## src/rtl/pc_pkg.sv

```systemverilog
// Shared types for the program-counter unit: next-PC source select and
// the fixed-priority encoder that picks it.
package pc_pkg;

  typedef enum logic [2:0] {
    SEL_REDIRECT = 3'd0,
    SEL_HOLD     = 3'd1,
    SEL_RET      = 3'd2,
    SEL_CALL     = 3'd3,
    SEL_JUMP     = 3'd4,
    SEL_INC      = 3'd5
  } pc_sel_e;

  function automatic pc_sel_e pc_select(input logic redirect_valid,
                                        input logic stall,
                                        input logic ret,
                                        input logic call,
                                        input logic jump);
    pc_sel_e sel;
    if (redirect_valid) begin
      sel = SEL_REDIRECT;
    end else if (stall) begin
      sel = SEL_HOLD;
    end else if (ret) begin
      sel = SEL_RET;
    end else if (call) begin
      sel = SEL_CALL;
    end else if (jump) begin
      sel = SEL_JUMP;
    end else begin
      sel = SEL_INC;
    end
    return sel;
  endfunction

endpackage

```

## src/rtl/pc_ras.sv

```systemverilog
// Circular return-address stack. A push while full overwrites the oldest
// entry and sets a sticky overflow flag; pops always return newest-first.
module pc_ras #(
  parameter int ADDR_W    = 12,
  parameter int RAS_DEPTH = 4
) (
  input  logic              clk,
  input  logic              reset,
  input  logic              push,
  input  logic              pop,
  input  logic [ADDR_W-1:0] push_data,
  output logic [ADDR_W-1:0] top,
  output logic              empty,
  output logic              full,
  output logic              overflow
);

  localparam int PTR_W = $clog2(RAS_DEPTH);
  localparam int CNT_W = PTR_W + 1;
  localparam logic [CNT_W-1:0] CNT_MAX = CNT_W'(RAS_DEPTH);

  logic [ADDR_W-1:0] mem_q [RAS_DEPTH];
  logic [ADDR_W-1:0] mem_d [RAS_DEPTH];
  logic [PTR_W-1:0]  ptr_q, ptr_d, ptr_top;
  logic [CNT_W-1:0]  cnt_q, cnt_d;
  logic              ovf_q, ovf_d;

  // ptr_q is the next free slot; the newest entry sits one below it
  assign ptr_top = ptr_q - PTR_W'(1);

  // Next-state for stack storage, pointer, count and sticky overflow
  always_comb begin
    mem_d = mem_q;
    ptr_d = ptr_q;
    cnt_d = cnt_q;
    ovf_d = ovf_q;
    if (push) begin
      mem_d[ptr_q] = push_data;
      ptr_d        = ptr_q + PTR_W'(1);
      if (cnt_q == CNT_MAX) begin
        ovf_d = 1'b1;
      end else begin
        cnt_d = cnt_q + CNT_W'(1);
      end
    end else if (pop && (cnt_q != CNT_W'(0))) begin
      ptr_d = ptr_top;
      cnt_d = cnt_q - CNT_W'(1);
    end else begin
      ptr_d = ptr_q;
    end
  end

  // Stack state registers
  always_ff @(posedge clk or posedge reset) begin
    if (reset) begin
      mem_q <= '{default: '0};
      ptr_q <= '0;
      cnt_q <= '0;
      ovf_q <= 1'b0;
    end else begin
      mem_q <= mem_d;
      ptr_q <= ptr_d;
      cnt_q <= cnt_d;
      ovf_q <= ovf_d;
    end
  end

  assign top      = mem_q[ptr_top];
  assign empty    = (cnt_q == CNT_W'(0));
  assign full     = (cnt_q == CNT_MAX);
  assign overflow = ovf_q;

endmodule

```

## src/rtl/pc_unit.sv

```systemverilog
// Fetch program counter: selects the next PC from redirect, hold, return,
// call, jump or increment, with a return-address stack for call/return.
module pc_unit
  import pc_pkg::*;
#(
  parameter int                ADDR_W    = 12,
  parameter int                RAS_DEPTH = 4,
  parameter logic [ADDR_W-1:0] RESET_VEC = {ADDR_W{1'b0}}
) (
  input  logic              clk,
  input  logic              reset,
  input  logic              stall,
  input  logic              redirect_valid,
  input  logic [ADDR_W-1:0] redirect_target,
  input  logic              jump,
  input  logic              call,
  input  logic              ret,
  input  logic [ADDR_W-1:0] target,
  output logic [ADDR_W-1:0] pc_current,
  output logic [ADDR_W-1:0] pc_plus1,
  output logic              ras_empty,
  output logic              ras_full,
  output logic              ras_overflow,
  output logic              ret_underflow
);

  logic [ADDR_W-1:0] pc_q, pc_d;
  logic              underflow_q, underflow_d;
  logic [ADDR_W-1:0] ras_top;
  logic              ras_push, ras_pop;
  pc_sel_e           sel;

  assign sel      = pc_select(redirect_valid, stall, ret, call, jump);
  assign pc_plus1 = pc_q + ADDR_W'(1);

  // Only the winning source touches the stack; a ret on an empty stack pops nothing
  assign ras_push = (sel == SEL_CALL);
  assign ras_pop  = (sel == SEL_RET) && !ras_empty;

  pc_ras #(
    .ADDR_W    (ADDR_W),
    .RAS_DEPTH (RAS_DEPTH)
  ) u_ras (
    .clk       (clk),
    .reset     (reset),
    .push      (ras_push),
    .pop       (ras_pop),
    .push_data (pc_plus1),
    .top       (ras_top),
    .empty     (ras_empty),
    .full      (ras_full),
    .overflow  (ras_overflow)
  );

  // Next-PC mux and underflow pulse generation
  always_comb begin
    pc_d        = pc_plus1;
    underflow_d = 1'b0;
    case (sel)
      SEL_REDIRECT: pc_d = redirect_target;
      SEL_HOLD:     pc_d = pc_q;
      SEL_RET: begin
        if (ras_empty) begin
          pc_d        = pc_plus1;
          underflow_d = 1'b1;
        end else begin
          pc_d        = ras_top;
          underflow_d = 1'b0;
        end
      end
      SEL_CALL:     pc_d = target;
      SEL_JUMP:     pc_d = target;
      SEL_INC:      pc_d = pc_plus1;
      default:      pc_d = pc_plus1;
    endcase
  end

  // PC and underflow registers
  always_ff @(posedge clk or posedge reset) begin
    if (reset) begin
      pc_q        <= RESET_VEC;
      underflow_q <= 1'b0;
    end else begin
      pc_q        <= pc_d;
      underflow_q <= underflow_d;
    end
  end

  assign pc_current    = pc_q;
  assign ret_underflow = underflow_q;

endmodule

```

## config.mk

```make
export PLATFORM = sky130hd
export DESIGN_NAME = pc_unit
export DESIGN_NICKNAME = d
export VERILOG_FILES = /design/src/rtl/pc_pkg.sv /design/src/rtl/pc_ras.sv /design/src/rtl/pc_unit.sv
export SDC_FILE = /design/constraint.sdc
export NUM_CORES = 1
export LEC_CHECK = 0
export BUFFER_PORTS_ARGS = -buffer_cell sky130_fd_sc_hd__buf_2
export CELL_PAD_IN_SITES_DETAIL_PLACEMENT = 0
export CELL_PAD_IN_SITES_GLOBAL_PLACEMENT = 1
export CORE_UTILIZATION = 35
export DETAILED_ROUTE_END_ITERATION = 12
export PLACE_DENSITY_LB_ADDON = 0.3
export SYNTH_ARGS = -nofsm -noshare
export SYNTH_HDL_FRONTEND = slang
export SYNTH_SLANG_ARGS = --single-unit
```

## constraint.sdc

```tcl
create_clock -name clk -period 2.4 [get_ports clk]
set_input_delay 0.24 -clock clk [delete_from_list [all_inputs] [get_ports clk]]
set_output_delay 0.24 -clock clk [all_outputs]
set_load 0.01 [all_outputs]
```

Yosys cells after proc, flatten, opt, wreduce, memory -nomap -nowiden
Cells that the tools add are included.
{"block": "op_classes", "n_bitwise": 2, "eq_ne": 6, "muxes": 20, "n_reduce_logical": 11, "addsub": 5, "order_cmp": 3}
{"operator": "$bwmux 48", "count": 1}
{"operator": "$mux 12", "count": 4}
{"operator": "$pmux 12 s4", "count": 1}
{"operator": "$bmux 12 s2", "count": 1}
{"operator": "$demux 12 s2", "count": 1}
{"operator": "$mux 3", "count": 7}
{"operator": "$add 12x1->12 const B", "count": 1}
{"operator": "$eq 3x2->1 const B", "count": 2}
{"operator": "$eq 3x3->1 const B", "count": 2}
{"operator": "$ge 3x3->1 const B", "count": 2}
{"operator": "$logic_not 3->1", "count": 2}
{"operator": "$not 2->3", "count": 2}
{"operator": "$mux 2", "count": 2}
{"operator": "$reduce_and 2->1", "count": 2}
{"operator": "$add 3x1->3 const B", "count": 1}
{"operator": "$eq 3x1->1 const B", "count": 1}
{"operator": "$logic_and 1x1->1", "count": 3}
{"operator": "$lt 3x1->1 const B", "count": 1}
{"operator": "$mux 1", "count": 3}
{"operator": "$reduce_bool 3->1", "count": 1}
{"operator": "$sub 3x1->3 const B", "count": 1}
{"operator": "$add 2x1->2 const B", "count": 1}
{"operator": "$ne 2x2->1 const B", "count": 1}
{"operator": "$reduce_bool 2->1", "count": 1}
{"operator": "other kinds (3)", "count": 3}
{"block": "totals", "ff_bits": 67, "out_inout_bits": 28}

Logic depth before layout (Yosys ltp)
Gate-level depths: netlist of the first run.
{"block": "logic_depth", "word_depth": 10, "mapped_depth": 8, "depth_no_buf": 6}

Modules after synthesis
From an unflattened synthesis of the first run, not the netlist that was laid out.
{"block": "hier_totals", "hier_cells": 289, "area_unflattened_um2": 3669.8}
{"module": "pc_ras", "instances": 1, "area_per_inst_um2": 2561.2, "cells_each": 161}
{"module": "pc_unit", "instances": 1, "area_per_inst_um2": 1108.6, "cells_each": 128}

Worst setup path before layout of the first run
No wires, ideal clock.
{"block": "synth_timing", "path_type": "reg2reg", "from": "register u_ras.ptr_q[0]", "to": "register pc_q[0], in the netlist pc_current[0]", "path_stages_with_launch": 9, "setup_ns": 0.142, "period_less_slack_ns": 2.438, "path_slack_ns": -0.038, "arrival_time_ns": 2.296, "path_cell_list": "dfrtp_1 -> clkbuf_1 -> inv_1 -> ha_1 -> buf_2 -> buf_2 -> mux4_2 -> nand2_1 -> a32oi_1"}
{"block": "synth_via", "elab_chain_cells": 7}
{"element": "start: declaration", "line_no": "pc_ras.sv:24", "text": "logic [PTR_W-1:0] ptr_q, ptr_d, ptr_top;"}
{"element": "start signal: assignment", "line_no": "pc_ras.sv:62", "text": "ptr_q <= ptr_d;"}
{"element": "$sub 2x1->2", "line_no": "pc_ras.sv:29", "text": "assign ptr_top = ptr_q - PTR_W'(1);"}
{"element": "$not 2->3 (implied by the code)", "line_no": "pc_ras.sv:68", "text": "assign top = mem_q[ptr_top];"}
{"element": "$bmux 12 s2", "line_no": "pc_ras.sv:68"}
{"element": "$mux 12 (implied by the code) (2 in a row)", "line_no": "pc_ras.sv:68"}
{"element": "$mux 12", "line_no": "pc_unit.sv:63", "text": "if (ras_empty) begin"}
{"element": "$pmux 12 s4", "line_no": "pc_unit.sv:59", "text": "case (sel)"}
{"element": "end signal: assignment", "line_no": "pc_unit.sv:84", "text": "pc_q <= pc_d;"}
{"element": "end: declaration", "line_no": "pc_unit.sv:27", "text": "logic [ADDR_W-1:0] pc_q, pc_d;"}
Every way passes these cells. The select of a mux whose other input is x is not followed.
A chain may end at the register's enable or synchronous reset.

Final worst setup path of the first run
{"block": "layout_timing", "from": "register pc_q[2], in the netlist pc_current[2]", "to": "output port pc_plus1[11]"}
{"block": "layout_via", "elab_chain_cells": 1}
{"element": "$add 12x1->12", "line_no": "pc_unit.sv:34", "text": "assign pc_plus1 = pc_q + ADDR_W'(1);"}
{"element": "end: declaration", "line_no": "pc_unit.sv:20", "text": "output logic [ADDR_W-1:0] pc_plus1,"}
Every way passes these cells.

==> results.cfg, run 1 <==
[worst_setup_path]
critical_path.reg2reg.endpoint = pc_current[2]
end_kind = primary output
critical_path_class = reg2out
worst-path-max-fanout = 8
arrival_ns = 2.00
worstRegToRegCells = 6
minimum_setup_slack_among_reg_to_reg_paths_ns = 0.28
critPathLaunch = pc_current[2]
worstPathRequired_ns = 2.16
r2r_startpoint = u_ras.ptr_q[1]
critPathLaunchType = flip-flop

[timing]
post-route-worst-setup-slack_ns = 0.159
unrepaired_setup_endpoints_after_global_routing = no
fmaxAchievable_mhz = 446
final_hold_viol_count = 0
worst_pin_slew_ns = 0.606
drv_slew = 0
fin_skew_ns = 0.0122
min_period_ns = 2.24
timing.final.setup_violations = 0
setup_total_negative_slack_ns = 0
fin_hold_ws_ns = 0.202
post_route_fraction_of_the_period_consumed_by_the_critical_path_pct = 93.4
max_slew_margin_pct = 59.6

[routing]
route.final.wire_length_um = 9060
num_vias = 2764
initialDrtViolationCount = 109
wl_per_cell_um = 16.3
drcViolationCount = 0
drt-pass1-iter-count = 5
ant_nets = 0
routed_via_density = 4.97

[global_route]
grt_max_degree = 55
grt_pass1_wl_um = 14600
antenna_found_initial = 0
global_route.overflow_total = 0
first_global_vias = 2709
grt.total_usage_pct = 19.2

[synth]
synth_top_area_cell = dfrtp_1
synth_simple_gate_area_share_pct = 16.8
synth_top_family_by_area = simple AND/OR/NAND/NOR gates
count_of_synthesis_stage_warnings_from_yosys = 0
synth-seq-area-share_pct = 48.4
fraction_of_the_mapped_netlist_area_in_compound_gates_pct = 15.6
ys_dominant_reg_cell = dfrtp_1
synth_mux_area_share_pct = 8.45
synth_top_area_share_pct = 48.4
yosys-top-cells-area = dfrtp_1 (48%), mux4_2 (7.8%), nand2_1 (7.6%)
postSynthCellCount = 358
mappedNetlistArea_um2 = 3460
syn-num-nets = 395
synth.lib_cells_used.distinct = 45
syn_area_per_cell_um2 = 9.67
yosys_register_bits = 67
synth_fa_ha_area_share_pct = 2.38
synth_xor_xnor_area_share_pct = 2.78
synth_edf_count = 0
synth-async-reset-ratio_pct = 100

[final_layout]
fin_nets = 459
diodes = 0
mostFrequentLayoutCell = nand2_1
fraction_of_layout_instances_using_a_drive_strength_above_1_pct = 28.1
final_cell_mix = nand2_1 (70), dfrtp_1 (67), buf_2 (58)
fillerInstances = 910
syn_to_final_growth_pct = 20.8

[placed_design]
place.detailed.hpwl_um = 6620
dp_slack_ns = 0.297
gp_congestion = 0.749
port-buffer-count = 58

[cts]
tritoncts = built
cts.clk_slew.worst_paths_ns = 0.09
clk_path_buf_depth = 2
cts.root.buffer_cell = clkbuf_8
cts-buffers-inserted = 9
clock_latency_ns = 0.36
clock_tree.htree_level_count = 3
cts_num_sinks = 67

[pwr]
p_per_area_nw_per_um2 = 1140
ir_worst_vdd_uv = 300
leakage_power_nw = 1.93

[worst_hold_path]
hold_depth = 3
hold_start = target[7]
hold_path_class = in2reg
worstHoldEndpoint = pc_current[7]

[floorplan]
floorplan.die.height_um = 101
fp-row-count = 35
fp.coreArea_um2 = 9420
die_area_um2 = 10300
initial_utilization_pct = 36.8
die_width_um = 101
design.portCount = 59

[outcome]
run_status = complete, no violations

[flow_run]
max-cap-violations = 0
power breakdown:
part	total [mW]	switching, mW	internal, mW
registers	1.91	0.322	1.59
logic	1.88	0.952	0.929
clock network	0.971	0.486	0.484
cell families after synthesis:
group                      count (synthesis)
DFF                                       67
adders and majority gates                  6
buffers and inverters                     43
xor gates and xnor gates                  11
and+or+nand+nor                          131
muxes                                     14
AOI/OAI and AO/OA                         86
layout make-up:
type                    instances  area (um^2)  share of cell area [%]
clock buffers                   9          124                    2.96
clock inverters                 7         77.6                    1.85
inverters                      19         71.3                    1.70
flip-flops and latches         67         1680                    40.1
repair buffers                 77          448                    10.7
well taps                     129          161                    3.86
multi-input cells             248         1630                    38.8
worst max-delay path: stages, from the launching register on:
cell and delay (ns):
dfrtp_1 0.50, nand3_1 0.24, nor4_2 0.36, xnor2_1 0.32
inv_1 0.07, buf_2 0.15
cell usage after synthesis (2+ instances only):
cell type and instances:
nand2_1 70, dfrtp_1 67, o21ai_0 41, nor2_1 26, inv_1 19, clkbuf_1 13
mux4_2 12, a21oi_1 11, a221oi_1 10, xnor2_1 8, a31oi_1 7, and2_1 7
buf_2 7, nand3_1 6, ha_1 5, nor3_1 5, o22ai_1 4, nand2b_1 3
xor2_1 3, a311oi_1 2, buf_6 2, mux2_2 2, nand4_1 2, nor2b_1 2
nor3b_1 2, o21a_1 2, or2_2 2
metal layers:
metal / GRT usage (%) / share of wire [%]
met1: 27.2 / 50
met2: 28.4 / 44
met3: 4.14 / 3.8
met4: 8.47 / 1.8
met5: 0 / 0
through the flow:
| step | instance area [um^2] | instances | power, mW | utilization, % |
|---|---|---|---|---|
| 3_3_place_gp | 3940 | 538 | 3.75 | 41.8 |
| 4_1_cts | 4160 | 555 | 4.80 | 44.2 |
| 2_1_floorplan | 3460 | 358 | 3.19 | - |
| 3_5_place_dp | 3940 | 538 | 3.82 | 41.8 |
| 6_report | 4180 | 556 | 4.76 | 44.4 |
| 5_1_grt | 4180 | 556 | 5.11 | 44.4 |
how the worst max path moves through the flow:
stage | endpoint | slack, ns | depth (start not counted)
2_1_floorplan | pc_current[0] | 0.10 | 8
3_3_place_gp | pc_current[5] | 0.33 | 6
3_5_place_dp | pc_current[5] | 0.30 | 6
4_1_cts | pc_plus1[6] | 0.001 | 6
5_1_grt | pc_plus1[11] | 0.02 | 5
6_report | pc_plus1[11] | 0.16 | 5
flip-flops by register name, summed over array words and instances (netlist names):
name and count:
u_ras.mem_q 48, pc_current 12, u_ras.cnt_q 3, u_ras.ptr_q 2, ret_underflow 1, u_ras.overflow 1
repair_timing:
action	CTS	global route
endpoints found under the setup margin	2	4
hold buffers	1	0
pin swaps	0	1
setup buffers	0	1
endpoints found under the hold margin	13	0
gates resized for setup	2	4
(Power assumes the default switching activity.)
==> inputs of run 2 (changes only) <==
==> constraint.sdc (replaced) <==
create_clock -name clk -period 2.6 [get_ports clk]
set_input_delay 0.26 -clock clk [delete_from_list [all_inputs] [get_ports clk]]
set_output_delay 0.26 -clock clk [all_outputs]
set_load 0.01 [all_outputs]
==> run 2 against run 1 <==
Total power fell by 7.5%. Setup slack better by 0.0014 ns. Final area down 1.6%. Clock skew decreased by 0.0018 ns. Non-clock buffer count fell by 10. Sequential cell count unchanged. Via count is 1.6% lower. Register-to-register slack better by 0.15 ns. Combinational power decreased by 12%. Sequential share of layout area rose by 0.66 points. Die area stayed put. Wire length down 2.3%.
==> results.cfg, run 2 (same netlist as run 1, synthesis figures left out) <==
[outcome]
run_status = complete, no violations

[final_layout]
fraction_of_layout_instances_using_a_drive_strength_above_1_pct = 25.9
syn_to_final_growth_pct = 18.9
diodes = 0
fin_nets = 449
largest_reg_flops = 48
largest-register = u_ras.mem_q
final_cell_mix = nand2_1 (70), dfrtp_1 (67), buf_2 (58)
finish.utilization_pct = 43.7
layoutNonFillerInstCount = 546
mostFrequentLayoutCell = nand2_1
design_area_um2 = 4120

[global_route]
grt_max_degree = 40
antenna_found_initial = 0
grt.total_usage_pct = 18.7
first_global_vias = 2665
global_route.overflow_total = 0
grt_pass1_wl_um = 14300

[pwr]
ir_worst_vdd_uv = 295
leakage_power_nw = 1.90
p_per_area_nw_per_um2 = 1070

[worst_setup_path]
worst-path-max-fanout = 6
list_of_cells_traversed_by_the_critical_path = ha_1 > nand4_1 > nor3_1 > xnor2_2 > inv_1 > buf_2
critical_path_class = reg2out
end_kind = primary output
cp_top_family = simple AND/OR/NAND/NOR gates
arrival_ns = 2.18
critical_path_buf_inv_count = 2
critPathLaunchType = flip-flop
largest_incremental_delay_on_the_critical_path_ns = 0.44
cpMaxStageDelayCell = dfrtp_1
worstPathRequired_ns = 2.34

[placed_design]
port-buffer-count = 58
place.detailed.instances = 530
gp_congestion = 0.784
placement.cell_area_um2 = 3880
place.detailed.hpwl_um = 6270

[cts]
cts-buffers-inserted = 9
cts_num_sinks = 67
clock_latency_ns = 0.34
clk_path_buf_depth = 2
clock_tree.htree_level_count = 3
cts.root.buffer_cell = clkbuf_8
postCtsSetupBuffers = 0
tritoncts = built
cts.clk_slew.worst_paths_ns = 0.08

[floorplan]
design.portCount = 59
die_area_um2 = 10300
die_width_um = 101
floorplan.die.height_um = 101
fp.coreArea_um2 = 9420
fp-row-count = 35
initial_utilization_pct = 36.8

[timing]
final_hold_viol_count = 0
min_period_ns = 2.44
fin_skew_ns = 0.0104
unrepaired_setup_endpoints_after_global_routing = no
post_route_fraction_of_the_period_consumed_by_the_critical_path_pct = 93.8
fmaxAchievable_mhz = 410
max_slew_margin_pct = 52.2
fin_hold_ws_ns = 0.0278
setup_total_negative_slack_ns = 0
worst_pin_slew_ns = 0.715
drv_slew = 0
timing.final.setup_violations = 0

[routing]
route.final.wire_length_um = 8850
drt-pass1-iter-count = 4
num_vias = 2719
initialDrtViolationCount = 109
ant_nets = 0
drcViolationCount = 0
routed_via_density = 4.98
wl_per_cell_um = 16.2

[worst_hold_path]
hold_path_class = in2async

[flow_run]
max-cap-violations = 0
[run 2: path summary, 6_finish.rpt]
kind | from | endpoint | slack (ns) | cells past startpoint
hold / removal | reset | u_ras.mem_q[9] | 0.03 | 2
hold reg to reg | u_ras.overflow | u_ras.overflow | 0.46 | 1
max in group asynchronous | reset | u_ras.mem_q[10] | 1.91 | 3
min in group clk | target[11] | pc_current[11] | 0.24 | 3
setup / recovery | pc_current[1] | pc_plus1[10] | 0.16 | 6
setup reg to reg | u_ras.ptr_q[1] | pc_current[2] | 0.43 | 7
[run 2: timing repair]
item,CTS,global route
hold buffers,0,0
gates resized for setup,0,3
endpoints found under the setup margin,0,3
[run 2: metrics by stage]
stage / power [mW] / worst slack [ns]
after CTS: 4.45 / 0.124
after floorplan: 2.94 / 0.162
final: 4.41 / 0.161
after global routing: 4.72 / 0.00161
after global placement: 3.39 / 0.494
after detailed placement: 3.44 / 0.421
[run 2: cell type report]
class / instances / area (um^2)
clock buffers: 12 / 155
clock inverters: 4 / 72.6
fillers: 909 / 5300
inverters: 19 / 71.3
multi-input cells: 248 / 1610
flip-flops and latches: 67 / 1680
well taps: 129 / 161
repair buffers: 67 / 370
[run 2: report_power, final]
group          switching [mW]  internal (mW)
Combinational           0.852          0.803
Sequential              0.289           1.47
Clock                   0.401          0.592
[run 2: metal layers]
metal,GRT usage (%),wire length (um),vias up
met1,27.1,4430,1294
met5,0,0,-
li1,-,-,1342
met3,3.04,404,10
met2,28.3,3930,73
met4,7.02,97,0
[run 2: worst reg2reg max path: cells and delay by family, from the launching register on]
| kind | cells | cell delay [ns] |
|---|---|---|
| adders and majority gates | 1 | 0.32 |
| and+or+nand+nor | 1 | 0.11 |
| buffers and inverters | 2 | 0.36 |
| muxes | 1 | 0.55 |
| DFF | 1 | 0.40 |
| AOI/OAI and AO/OA | 2 | 0.29 |
